==> config.mk <==
export PLATFORM = sky130hd
export DESIGN_NAME = handin_judge
export DESIGN_NICKNAME = d
export VERILOG_FILES = /design/src/rtl/handin_judge_pkg.sv /design/src/rtl/handin_judge_code_decoder.sv /design/src/rtl/handin_judge.sv
export SDC_FILE = /design/constraint.sdc
export NUM_CORES = 1
export LEC_CHECK = 0
export CAP_MARGIN = 20
export CORE_MARGIN = 3
export CORE_UTILIZATION = 51
export CTS_CLUSTER_SIZE = 16
export DETAILED_ROUTE_END_ITERATION = 16
export HOLD_SLACK_MARGIN = 0.06
export PLACE_DENSITY = 0.81
export SLEW_MARGIN = 10
export SYNTH_ARGS = -nofsm -noshare
export SYNTH_HDL_FRONTEND = slang
export SYNTH_SLANG_ARGS = --single-unit
==> constraint.sdc <==
create_clock -name clk -period 3.1 [get_ports clk]
set_input_delay 0.62 -clock clk [delete_from_list [all_inputs] [get_ports clk]]
set_output_delay 0.62 -clock clk [all_outputs]
set_load 0.05 [all_outputs]
==> src/rtl/handin_judge_pkg.sv <==
// Shared constants for the hand-in judge: state encoding, round result codes
// and default sizes.
package judge_pkg;

    localparam int NUM_CARDS_DEF = 9;
    localparam int CODE_W_DEF    = 4;

    localparam logic [1:0] COLLECT = 2'd0;
    localparam logic [1:0] JUDGE   = 2'd1;
    localparam logic [1:0] DONE    = 2'd2;

    localparam logic [1:0] RES_TIE = 2'b00;
    localparam logic [1:0] RES_P1  = 2'b01;
    localparam logic [1:0] RES_P2  = 2'b10;

endpackage

==> src/rtl/handin_judge_code_decoder.sv <==
// Encoded card code to one-hot; codes at or above NUM_CARDS decode to all-zero.
module code_decoder
    import judge_pkg::*;
#(
    parameter int NUM_CARDS = NUM_CARDS_DEF,
    parameter int CODE_W    = CODE_W_DEF
) (
    input  logic [CODE_W-1:0]    code,
    output logic [NUM_CARDS-1:0] onehot
);

    always_comb begin
        onehot = '0;
        for (int unsigned i = 0; i < NUM_CARDS; i++) begin
            if (code == CODE_W'(i)) onehot[i] = 1'b1;
        end
    end

endmodule

==> src/rtl/handin_judge.sv <==
// Card hand-in judge: collects one legal card per player, judges the round,
// keeps scores and used-card masks. Optional LAST_CARD_OUT_EN adds p1_last/p2_last.
module handin_judge
    import judge_pkg::*;
#(
    parameter int NUM_CARDS = NUM_CARDS_DEF,
    parameter int CODE_W    = CODE_W_DEF,
    parameter int SCORE_W   = 4
) (
    input  logic                 clk,
    input  logic                 resetn,
    input  logic                 p1_valid,
    input  logic [CODE_W-1:0]    p1_code,
    output logic                 p1_ready,
    input  logic                 p2_valid,
    input  logic [CODE_W-1:0]    p2_code,
    output logic                 p2_ready,
    output logic [NUM_CARDS-1:0] p1_used,
    output logic [NUM_CARDS-1:0] p2_used,
    output logic [SCORE_W-1:0]   p1_score,
    output logic [SCORE_W-1:0]   p2_score,
    output logic [CODE_W-1:0]    round_cnt,
    output logic                 result_valid,
    output logic [1:0]           result,
    output logic [1:0]           illegal,
    output logic                 game_over
`ifdef LAST_CARD_OUT_EN
    ,
    output logic [NUM_CARDS-1:0] p1_last,
    output logic [NUM_CARDS-1:0] p2_last
`endif
);

    logic [1:0]           state_q, state_d;
    logic [CODE_W-1:0]    slot1_q, slot1_d, slot2_q, slot2_d;
    logic                 full1_q, full1_d, full2_q, full2_d;
    logic [NUM_CARDS-1:0] used1_q, used1_d, used2_q, used2_d;
    logic [SCORE_W-1:0]   score1_q, score1_d, score2_q, score2_d;
    logic [CODE_W-1:0]    round_q, round_d;
    logic                 result_valid_q, result_valid_d;
    logic [1:0]           result_q, result_d;
    logic [1:0]           illegal_q, illegal_d;
    logic                 game_over_q, game_over_d;
`ifdef LAST_CARD_OUT_EN
    logic [NUM_CARDS-1:0] last1_q, last1_d, last2_q, last2_d;
`endif

    logic [CODE_W-1:0]    dec_in1, dec_in2;
    logic [NUM_CARDS-1:0] dec1, dec2;
    logic                 legal1, legal2, hs1, hs2;

    // One decoder per player: it sees the offered code while collecting and
    // the latched slot while judging, so it serves legality and mask update.
    always_comb begin
        dec_in1 = (state_q == JUDGE) ? slot1_q : p1_code;
        dec_in2 = (state_q == JUDGE) ? slot2_q : p2_code;
    end

    code_decoder #(.NUM_CARDS(NUM_CARDS), .CODE_W(CODE_W)) u_dec1 (
        .code   (dec_in1),
        .onehot (dec1)
    );

    code_decoder #(.NUM_CARDS(NUM_CARDS), .CODE_W(CODE_W)) u_dec2 (
        .code   (dec_in2),
        .onehot (dec2)
    );

    always_comb begin
        p1_ready = (state_q == COLLECT) && !full1_q;
        p2_ready = (state_q == COLLECT) && !full2_q;
        hs1      = p1_valid && p1_ready;
        hs2      = p2_valid && p2_ready;
        legal1   = (|dec1) && !(|(dec1 & used1_q));
        legal2   = (|dec2) && !(|(dec2 & used2_q));
    end

    always_comb begin
        state_d        = state_q;
        slot1_d        = slot1_q;
        slot2_d        = slot2_q;
        full1_d        = full1_q;
        full2_d        = full2_q;
        used1_d        = used1_q;
        used2_d        = used2_q;
        score1_d       = score1_q;
        score2_d       = score2_q;
        round_d        = round_q;
        result_valid_d = 1'b0;
        result_d       = result_q;
        illegal_d      = 2'b00;
        game_over_d    = game_over_q;
`ifdef LAST_CARD_OUT_EN
        last1_d        = last1_q;
        last2_d        = last2_q;
`endif
        case (state_q)
            COLLECT: begin
                if (hs1 && legal1) begin
                    slot1_d = p1_code;
                    full1_d = 1'b1;
                end
                if (hs2 && legal2) begin
                    slot2_d = p2_code;
                    full2_d = 1'b1;
                end
                illegal_d = {hs2 && !legal2, hs1 && !legal1};
                if (full1_d && full2_d) state_d = JUDGE;
            end
            JUDGE: begin
                used1_d        = used1_q | dec1;
                used2_d        = used2_q | dec2;
                slot1_d        = '0;
                slot2_d        = '0;
                full1_d        = 1'b0;
                full2_d        = 1'b0;
                round_d        = round_q + CODE_W'(1);
                result_valid_d = 1'b1;
`ifdef LAST_CARD_OUT_EN
                last1_d        = dec1;
                last2_d        = dec2;
`endif
                if (slot1_q > slot2_q) begin
                    result_d = RES_P1;
                    score1_d = score1_q + SCORE_W'(1);
                end else if (slot2_q > slot1_q) begin
                    result_d = RES_P2;
                    score2_d = score2_q + SCORE_W'(1);
                end else begin
                    result_d = RES_TIE;
                end
                if (round_q == CODE_W'(NUM_CARDS - 1)) begin
                    state_d     = DONE;
                    game_over_d = 1'b1;
                end else begin
                    state_d = COLLECT;
                end
            end
            DONE:    state_d = DONE;
            default: state_d = COLLECT;
        endcase
    end

    always_ff @(posedge clk or negedge resetn) begin
        if (!resetn) begin
            state_q        <= COLLECT;
            slot1_q        <= '0;
            slot2_q        <= '0;
            full1_q        <= 1'b0;
            full2_q        <= 1'b0;
            used1_q        <= '0;
            used2_q        <= '0;
            score1_q       <= '0;
            score2_q       <= '0;
            round_q        <= '0;
            result_valid_q <= 1'b0;
            result_q       <= RES_TIE;
            illegal_q      <= 2'b00;
            game_over_q    <= 1'b0;
`ifdef LAST_CARD_OUT_EN
            last1_q        <= '0;
            last2_q        <= '0;
`endif
        end else begin
            state_q        <= state_d;
            slot1_q        <= slot1_d;
            slot2_q        <= slot2_d;
            full1_q        <= full1_d;
            full2_q        <= full2_d;
            used1_q        <= used1_d;
            used2_q        <= used2_d;
            score1_q       <= score1_d;
            score2_q       <= score2_d;
            round_q        <= round_d;
            result_valid_q <= result_valid_d;
            result_q       <= result_d;
            illegal_q      <= illegal_d;
            game_over_q    <= game_over_d;
`ifdef LAST_CARD_OUT_EN
            last1_q        <= last1_d;
            last2_q        <= last2_d;
`endif
        end
    end

    assign p1_used      = used1_q;
    assign p2_used      = used2_q;
    assign p1_score     = score1_q;
    assign p2_score     = score2_q;
    assign round_cnt    = round_q;
    assign result_valid = result_valid_q;
    assign result       = result_q;
    assign illegal      = illegal_q;
    assign game_over    = game_over_q;
`ifdef LAST_CARD_OUT_EN
    assign p1_last      = last1_q;
    assign p2_last      = last2_q;
`endif

endmodule

==> out/results.tsv, run 1 <==
metric	value	unit
final hold vios	0	
via count	1859	
crit path DAT	2.81	ns
first-pass GRT wire length	8640	um
Setup Fix Bufs, Post-CTS	0	
Core Area	4470	um2
Crit Path Class	flip-flop to flip-flop	
CP endpoint kind	flip-flop	
WL final	5120	um
WL per Instance	15.6	um
remaining antenna violation count after routing	0	
Syn Inst Count	220	
Max VDD drop	819	uV
Slew Limit Fails	0	
layout cells sized above 1	9.06	%
most frequent cells in the layout	dfrtp_1, clkdlybuf4s50_1, nand2_1	
FF+latch count, synth	48	
post-synth top area share	49.3	%
hpwl dp	3700	um
syn avg cell area	11.1	um2
Yosys cell types	52	
Synth warnings	0	
clk slew on worst S/H paths	0.08	ns
fmax	380	MHz
maximum net fanout on the critical path	24	
initial antenna violation count	0	
setup violators final	0	
final hold slack	0.243	ns
# diodes	0	
DRT Pass-1 Iters	4	
row cnt	24	
io pins	50	
Num CTS Buffers	5	
outcome	finished clean	
clock sink total	48	
Power Density	1180	nW/um2
gr usage total	19.9	%
async set-or-reset flop fraction in the synthesized netlist	100	%
syn nets	240	
worst-case clock skew	0.00465	ns
Cell Area, Synth	2440	um2
largest net degree at the start of global routing	49	
GRT Residual Overflow	0	
CP Data Required Time	3.27	ns
Fillers	342	
R2R depth	7	
nets	296	
Residual DRC	0	
initial DRC count	132	
max-slew headroom at the worst pin	59.1	%
Worst Setup Start Kind	flip-flop	
Resized cells post-CTS	0	
vias per cell	5.67	
die area	5650	um2
fin crit period	2.63	ns
leak pwr	1.43	nW
Die Wd	75.2	um
actual slew at the worst max-slew pin	0.609	ns
max cap viols	0	
Synth area leaders	dfrtp_1, mux2i_1, ha_1	
placer congestion estimate	0.893	
Starting Density	54.5	%
setup_tns	0	ns
Die Ht	75.2	um
top_reg_cell synth	dfrtp_1	
H-tree depth	2	
EDFF count, synth	0	
Area Growth Syn to Fin	26.5	%
final period utilization	85.0	%
Min-Delay Path Class	input port to asynchronous set/reset pin	
hold-fix buffers at CTS	0	
sequential area share after synthesis	49.3	%
Clk Latency, worst-skew pair	0.29	ns
TritonCTS clock tree	built	
vias in the first global route	1821	
IO buf count	49	
RSZ-0062 raised after global routing	false	
Root Buffer	clkbuf_8	
clk buf depth	2	
cell taking the most area after synthesis	dfrtp_1	
-- worst max-delay path, stage by stage, from the launching register on --
cell and delay (ns):
dfrtp_1 0.48, nand2b_1 0.28, inv_6 0.24, mux2i_1 0.32, mux2i_1 0.24, o22ai_1 0.14, or4_1 0.65, mux2i_1 0.16
-- worst paths after layout --
path / startpoint / to / slack [ns]
min in group clk: p2_score[3] / p2_score[3] / 0.48
max reg2reg: state_q[1] / slot2_q[2] / 0.47
min reg2reg: p2_score[3] / p2_score[3] / 0.48
max: state_q[1] / slot2_q[2] / 0.47
min: resetn / p2_score[2] / 0.24
max in group asynchronous: resetn / full2_q / 2.37
-- where the power goes --
part           internal, mW  switching [mW]
combinational         0.805            1.33
sequential            0.885           0.272
clock                 0.153           0.185
-- metal layers --
layer	part of all wire, %	wire, um	GRT usage [%]	up-vias
li1	-	-	-	909
met1	49	2520	29.5	899
met2	46	2340	29.5	44
met3	3.9	201	4.01	7
met4	1.3	67	6.02	0
met5	0	0	0	-
-- metrics by stage --
stage               power [mW]  utilization [%]  instance area, um2  std cells  worst slack, ns
finish                    3.64             69.0                3090        328            0.466
global route              3.87             69.0                3090        328            0.321
CTS                       3.66             68.5                3070        327            0.454
detailed placement        3.30             66.8                2990        320            0.346
global placement          3.28             66.8                2990        320            0.385
floorplan                 2.64                -                2440        220            0.274
-- flip-flops by register name, summed over array words and instances (netlist names) --
register	count
illegal	2
p2_score	4
state_q	2
slot2_q	4
p1_score	4
full2_q	1
p1_used	9
full1_q	1
result	2
game_over	1
slot1_q	4
p2_used	9
result_valid	1
round_cnt	4
-- area by class of cell --
| type | count | area, um2 | area share (%) |
|---|---|---|---|
| clock buffer | 6 | 72.6 | 2.35 |
| clock inverter | 1 | 5.00 | 0.162 |
| inverter | 16 | 65.1 | 2.11 |
| multi-input combinational | 150 | 1130 | 36.7 |
| sequential | 48 | 1200 | 38.9 |
| tap | 52 | 65.1 | 2.11 |
| timing repair buffer | 55 | 543 | 17.6 |
-- Yosys cell counts, types with 2 or more instances --
| cell type | n |
|---|---|
| a21o_1 | 11 |
| a22oi_1 | 2 |
| a31o_1 | 2 |
| a41o_1 | 2 |
| and3_1 | 2 |
| and4bb_2 | 2 |
| buf_6 | 2 |
| clkbuf_1 | 3 |
| dfrtp_1 | 48 |
| ha_1 | 8 |
| inv_1 | 15 |
| mux2_1 | 3 |
| mux2_4 | 2 |
| mux2i_1 | 13 |
| nand2_1 | 24 |
| nand2b_1 | 4 |
| nand3_1 | 2 |
| nand4_1 | 3 |
| nor2_1 | 12 |
| nor3_1 | 7 |
| nor4_1 | 3 |
| o21a_1 | 5 |
| o21ai_1 | 2 |
| o21bai_1 | 4 |
| o22ai_1 | 3 |
| o41ai_1 | 2 |
| or4_1 | 2 |
| xnor2_1 | 6 |
| xor2_1 | 3 |
-- cell families after synthesis --
family                   after synthesis  share of synthesized area, %
AND/OR/NAND/NOR                       68                          15.0
flip-flops                            48                          49.3
AO/OA/AOI/OAI                         46                          15.2
buffers and inverters                 22                          4.26
multiplexers                          19                          8.88
XOR/XNOR                               9                          3.23
adder cells (fa/ha/maj)                8                          4.10
Note: power is estimated with default switching activity, not from simulation.
==> run 2, diff against run 1 <==
--- a/config.mk
+++ b/config.mk
@@ -7,11 +7,11 @@
 export LEC_CHECK = 0
 export CAP_MARGIN = 20
 export CORE_MARGIN = 3
-export CORE_UTILIZATION = 51
+export CORE_UTILIZATION = 46
 export CTS_CLUSTER_SIZE = 16
 export DETAILED_ROUTE_END_ITERATION = 16
 export HOLD_SLACK_MARGIN = 0.06
-export PLACE_DENSITY = 0.81
+export PLACE_DENSITY = 0.78
 export SLEW_MARGIN = 10
 export SYNTH_ARGS = -nofsm -noshare
 export SYNTH_HDL_FRONTEND = slang
==> constraint.sdc (replaced) <==
create_clock -name clk -period 2.1 [get_ports clk]
set_input_delay 0.42 -clock clk [delete_from_list [all_inputs] [get_ports clk]]
set_output_delay 0.42 -clock clk [all_outputs]
set_load 0.05 [all_outputs]
==> out/results.tsv, run 2 (same netlist as run 1, synthesis figures left out) <==
metric	value	unit	change
max-slew headroom at the worst pin	62.3	%	+3.2 points
Critical Path Start	state_q[1]		
crit path DAT	2.45	ns	-0.36 ns
final hold vios	0		unchanged
Num CTS Buffers	5		unchanged
placer congestion estimate	0.823		-7.9%
WL per Instance	17.3	um	+11%
H-tree depth	2		unchanged
fmax	448	MHz	+18%
vias per cell	5.50		-3.0%
Crit Path Class	flip-flop to flip-flop		
layout cells sized above 1	31.2	%	+22 points
CP max stage delay	0.55	ns	-0.10 ns
Slew Limit Fails	0		unchanged
final hold slack	0.0995	ns	-0.143 ns
GRT Residual Overflow	0		unchanged
fin crit period	2.23	ns	-0.402 ns
failing checks	negative setup slack		
R2R depth	7		unchanged
initial antenna violation count	0		unchanged
first-pass GRT wire length	10700	um	+24%
TritonCTS clock tree	built		
Power Density	1680	nW/um2	+43%
RSZ-0062 raised after global routing	true		
hpwl dp	4450	um	+20%
clk buf depth	2		unchanged
Fillers	339		-0.88%
leak pwr	1.75	nW	+22%
vias in the first global route	2216		+22%
Place WS	-0.407	ns	-0.753 ns
largest net degree at the start of global routing	26		-47%
setup violators final	11		+11
Max VDD drop	1240	uV	+51%
actual slew at the worst max-slew pin	0.566	ns	-0.0428 ns
Non-Filler Instances	397		+21%
initial DRC count	149		+13%
row cnt	25		+4.2%
Design Power	6.24	mW	+72%
clock sink total	48		unchanged
Min-Delay Path Class	input port to asynchronous set/reset pin		
IO buf count	49		unchanged
Core Area	4910	um2	+9.8%
die area	6210	um2	+10%
CP Data Required Time	2.32	ns	-0.95 ns
# placed instances	374		+17%
cell family with most CP delay	simple AND/OR/NAND/NOR gates		
Worst path depth	7		unchanged
Bufs and invs on worst path	1		unchanged
nets	349		+18%
io pins	50		unchanged
WL final	6850	um	+34%
worst path cell trace	nand2b_4 -> buf_6 -> mux2_4 -> a22oi_2 -> o221ai_2 -> or4_4 -> mux2i_1		
gr usage total	22.2	%	+2.3 points
outcome	complete, but fails checks		
Reg2Reg Launch Point	state_q[1]		
Residual DRC	0		unchanged
Root Buffer	clkbuf_8		
most frequent cells in the layout	buf_4, dfrtp_1, clkdlybuf4s50_1		
DRT Pass-1 Iters	4		unchanged
max cap viols	0		unchanged
Worst Setup Start Kind	flip-flop		
Die Ht	78.8	um	+4.9%
final period utilization	106	%	+21 points
via count	2182		+17%
# diodes	0		unchanged
Area after DPL	3360	um2	+13%
Clk Latency, worst-skew pair	0.31	ns	+0.02 ns
critical path's slowest cell	or4_4		
most common cell after layout, fill and taps aside	buf_4		
Starting Density	49.7	%	-4.8 points
final worst slack	-0.132	ns	-0.598 ns
post-route design area	3710	um2	+20%
remaining antenna violation count after routing	0		unchanged
worst-case clock skew	0.0113	ns	+0.00669 ns
CP endpoint kind	flip-flop		
Die Wd	78.8	um	+4.9%
clk slew on worst S/H paths	0.09	ns	about the same
maximum net fanout on the critical path	5		-79%
Area Growth Syn to Fin	52.1	%	
## run 2: area by class of cell
cell class / count / area [um2] / share of cell area (%)
clock inverters: 1 / 5.00 / 0.135
repair inverters: 1 / 6.26 / 0.169
inverters: 16 / 75.1 / 2.02
well taps: 67 / 83.8 / 2.26
flip-flops and latches: 48 / 1200 / 32.4
repair buffers: 107 / 963 / 26.0
clock buffers: 7 / 76.3 / 2.06
multi-input cells: 150 / 1300 / 34.9
## run 2: final timing paths
check                               to  slack, ns
min reg2reg                p2_score[3]       0.47
max in group asynchronous   p2_used[7]       1.46
min in group clk           p2_score[3]       0.47
min                         slot1_q[2]        0.1
max                         slot2_q[0]      -0.13
max reg2reg                 slot2_q[0]      -0.13
## run 2: power breakdown
group	total [mW]	internal [mW]	switching, mW
clock network	0.534	0.234	0.300
registers	1.71	1.31	0.398
logic	4.00	1.70	2.30
total	6.24	3.24	3.00
## run 2: per-layer routing
layer	wire length (um)	GRT usage, %	vias up
li1	-	-	1010
met1	3000	29.1	1085
met2	3400	37.0	69
met3	295	4.20	18
met4	153	7.56	0
met5	0	0	-
## run 2: repair_timing
item	in CTS	in global routing
endpoints found under the hold margin	0	0
hold buffers	0	0
resized for setup	9	22
cloned	1	0
setup endpoints to repair	13	15
buffers inserted	7	9
pin swaps	3	12
## run 2: through the flow
step | utilization, % | TNS, ns
after detailed placement | 68.5 | -3.31
after global routing | 75.5 | -2.23
after CTS | 72.1 | -0.674
final | 75.5 | -0.863
after floorplan | - | -0.708
after global placement | 68.5 | -2.59
==> run 3, diff against run 2 <==
--- a/config.mk
+++ b/config.mk
@@ -5,13 +5,14 @@
 export SDC_FILE = /design/constraint.sdc
 export NUM_CORES = 1
 export LEC_CHECK = 0
+export ABC_AREA = 1
 export CAP_MARGIN = 20
 export CORE_MARGIN = 3
 export CORE_UTILIZATION = 46
 export CTS_CLUSTER_SIZE = 16
 export DETAILED_ROUTE_END_ITERATION = 16
 export HOLD_SLACK_MARGIN = 0.06
-export PLACE_DENSITY = 0.78
+export PLACE_DENSITY = 0.77
 export SLEW_MARGIN = 10
 export SYNTH_ARGS = -nofsm -noshare
 export SYNTH_HDL_FRONTEND = slang
==> out/results.tsv, run 3 <==
metric	value	unit	change
final period utilization	94.5	%	-12 points
Syn Inst Count	279		+27%
setup violators final	0		-11
H-tree depth	2		unchanged
switching power share of the total	50.6	%	+2.6 points
Design Power	5.64	mW	-9.6%
Core Area	5170	um2	+5.3%
Cell Area, Synth	2500	um2	+2.6%
most frequent cells in the layout	nand2_1, dfrtp_1, clkdlybuf4s50_1		
cell taking the most area after synthesis	dfrtp_1		
placer congestion estimate	0.905		+10%
sequential area share after synthesis	48.0	%	-1.2 points
Internal	2.79	mW	-14%
via count	2025		-7.2%
Clk Latency, worst-skew pair	0.30	ns	about the same
EDFF count, synth	0		unchanged
row cnt	26		+4.0%
Die Ht	79.7	um	+1.2%
# diodes	0		unchanged
clock power share	9.9	%	+1.3 points
Setup Fix Bufs, Post-CTS	0		-7
remaining antenna violation count after routing	0		unchanged
multi-input logic area	1140	um2	-12%
clock sink total	48		unchanged
DRT Pass-1 Iters	4		unchanged
hpwl dp	3950	um	-11%
Power Density	1750	nW/um2	+4.3%
Num CTS Buffers	5		unchanged
syn nets	299		+25%
Crit Path Class	flip-flop to primary output		
gr usage total	18.2	%	-4.0 points
vias in the first global route	2034		-8.2%
initial antenna violation count	0		unchanged
io pins	50		unchanged
Max VDD drop	931	uV	-25%
worst-case clock skew	0.00429	ns	-0.00704 ns
Synth area leaders	dfrtp_1, nand2_1, nand3_1		
Root Buffer	clkbuf_8		
# placed instances	399		+6.7%
Starting Density	48.4	%	-1.3 points
hold-fix buffers at CTS	0		unchanged
Min-Delay Path Class	input port to asynchronous set/reset pin		
largest net degree at the start of global routing	49		+88%
fmax	504	MHz	+12%
Die Wd	79.7	um	+1.2%
FF+latch count, synth	48		unchanged
maximum net fanout on the critical path	6		+1
first-pass GRT wire length	9220	um	-14%
Reg area	1200	um2	-0.10%
clk slew on worst S/H paths	0.08	ns	about the same
IO buf count	49		unchanged
Fillers	446		+32%
clk buf depth	2		unchanged
Residual DRC	0		unchanged
crit path DAT	1.57	ns	-0.88 ns
final hold slack	0.200	ns	+0.100 ns
top_reg_cell synth	dfrtp_1		
most frequent cell after synthesis	nand2_1		
GRT Residual Overflow	0		unchanged
layout cells sized above 1	20.2	%	-11 points
Yosys cell types	27		-48%
actual slew at the worst max-slew pin	0.599	ns	+0.0332 ns
Flop pwr share	29.4	%	+2.0 points
syn avg cell area	8.96	um2	-19%
Worst Setup Start Kind	flip-flop		
async set-or-reset flop fraction in the synthesized netlist	100	%	unchanged
Resized cells post-CTS	0		-9
fin crit period	1.99	ns	-0.247 ns
post-synth top area share	48.0	%	-1.2 points
initial DRC count	99		-34%
die area	6360	um2	+2.4%
Synth warnings	0		unchanged
final hold vios	0		unchanged
max cap viols	0		unchanged
WL final	5230	um	-24%
Slew Limit Fails	0		unchanged
Non-Filler Instances	407		+2.5%
max-slew headroom at the worst pin	60.1	%	-2.2 points
vias per cell	4.98		-9.5%
most common cell after layout, fill and taps aside	nand2_1		
WL per Instance	12.8	um	-26%
combinational share of power	60.7	%	-3.4 points
TritonCTS clock tree	built		
nets	356		+2.0%
CP endpoint kind	primary output		
sw power	2.86	mW	-4.8%
leak pwr	1.60	nW	-8.1%
Post-synth top cells	nand2_1, dfrtp_1, nand3_1, inv_1, nor2_1		
Area Growth Syn to Fin	28.6	%	
CP Data Required Time	1.68	ns	-0.64 ns
outcome	finished clean		
run 3: changes by cell type in the layout (fill, tap and decap cells not counted), moves of 5 or more:
cell	before	now
nand3_1	2	32
buf_6	6	0
a21o_1	11	5
nand2_1	24	58
inv_1	14	31
nor2_2	1	10
a31o_2	0	9
buf_4	52	8
mux2i_1	11	0
o21a_1	5	0
nand2_2	0	12
run 3: final timing paths:
path | slack [ns] | start | cells past startpoint | to
worst max register to register | 0.18 | state_q[0] | 14 | slot1_q[0]
worst max-delay path | 0.11 | state_q[0] | 5 | p2_ready
min in group clk | 0.47 | p2_score[3] | 1 | p2_score[3]
worst min-delay path | 0.20 | resetn | 2 | p2_score[1]
max in group asynchronous | 1.46 | resetn | 2 | state_q[0]
worst min register to register | 0.47 | p2_score[3] | 1 | p2_score[3]
run 3: worst max-delay path, stage by stage, from the launching register on:
cell     delay (ns)
dfrtp_2        0.47
buf_4          0.17
nor2_1         0.14
inv_1          0.08
nor2_1         0.23
buf_12         0.18
run 3: cell families (layout without fill, tap and decap cells):
family	after synthesis	in the layout	synth area share [%]
AO/OA/AOI/OAI	29	29	7.95
XOR/XNOR	9	9	3.15
adder cells (fa/ha/maj)	8	8	4.00
buffers and inverters	42	100	7.20
flip-flops	48	48	48.0
multiplexers	1	1	0.450
AND/OR/NAND/NOR	142	142	29.2
run 3: area by class of cell:
cell class	instances	share of cell area, %
clock buffer	6	2.57
inverter	35	4.09
sequential	48	37.4
timing repair buffer	57	17.6
clock inverter	2	0.311
multi-input combinational	189	35.3
tap	70	2.72
run 3: metrics by stage:
| stage | worst slack, ns | util (%) | cell area, um2 | setup TNS [ns] |
|---|---|---|---|---|
| CTS | 0.112 | 61.8 | 3200 | 0 |
| global route | -0.000284 | 62.2 | 3220 | -0.000284 |
| floorplan | 0.0110 | - | 2500 | 0 |
| global placement | 0.0371 | 60.0 | 3110 | 0 |
| detailed placement | 0.00321 | 60.0 | 3110 | 0 |
| finish | 0.114 | 62.2 | 3220 | 0 |
run 3: per-layer routing:
layer  global-route usage, %  vias up  share of wire, %
li1                        -     1014                 -
met1                    23.2      949                45
met2                    30.8       50                48
met3                    3.84       12               4.6
met4                    5.91        0               2.1
met5                       0        -                 0
run 3: power groups by stage:
| stage | clock network (mW) | registers (mW) | logic (mW) |
|---|---|---|---|
| global route | 0.622 | 1.72 | 3.70 |
| CTS | 0.578 | 1.65 | 3.43 |
| floorplan | 0 | 2.63 | 1.36 |
| global placement | 0 | 1.66 | 3.36 |
| detailed placement | 0 | 1.67 | 3.41 |
| finish | 0.558 | 1.66 | 3.43 |
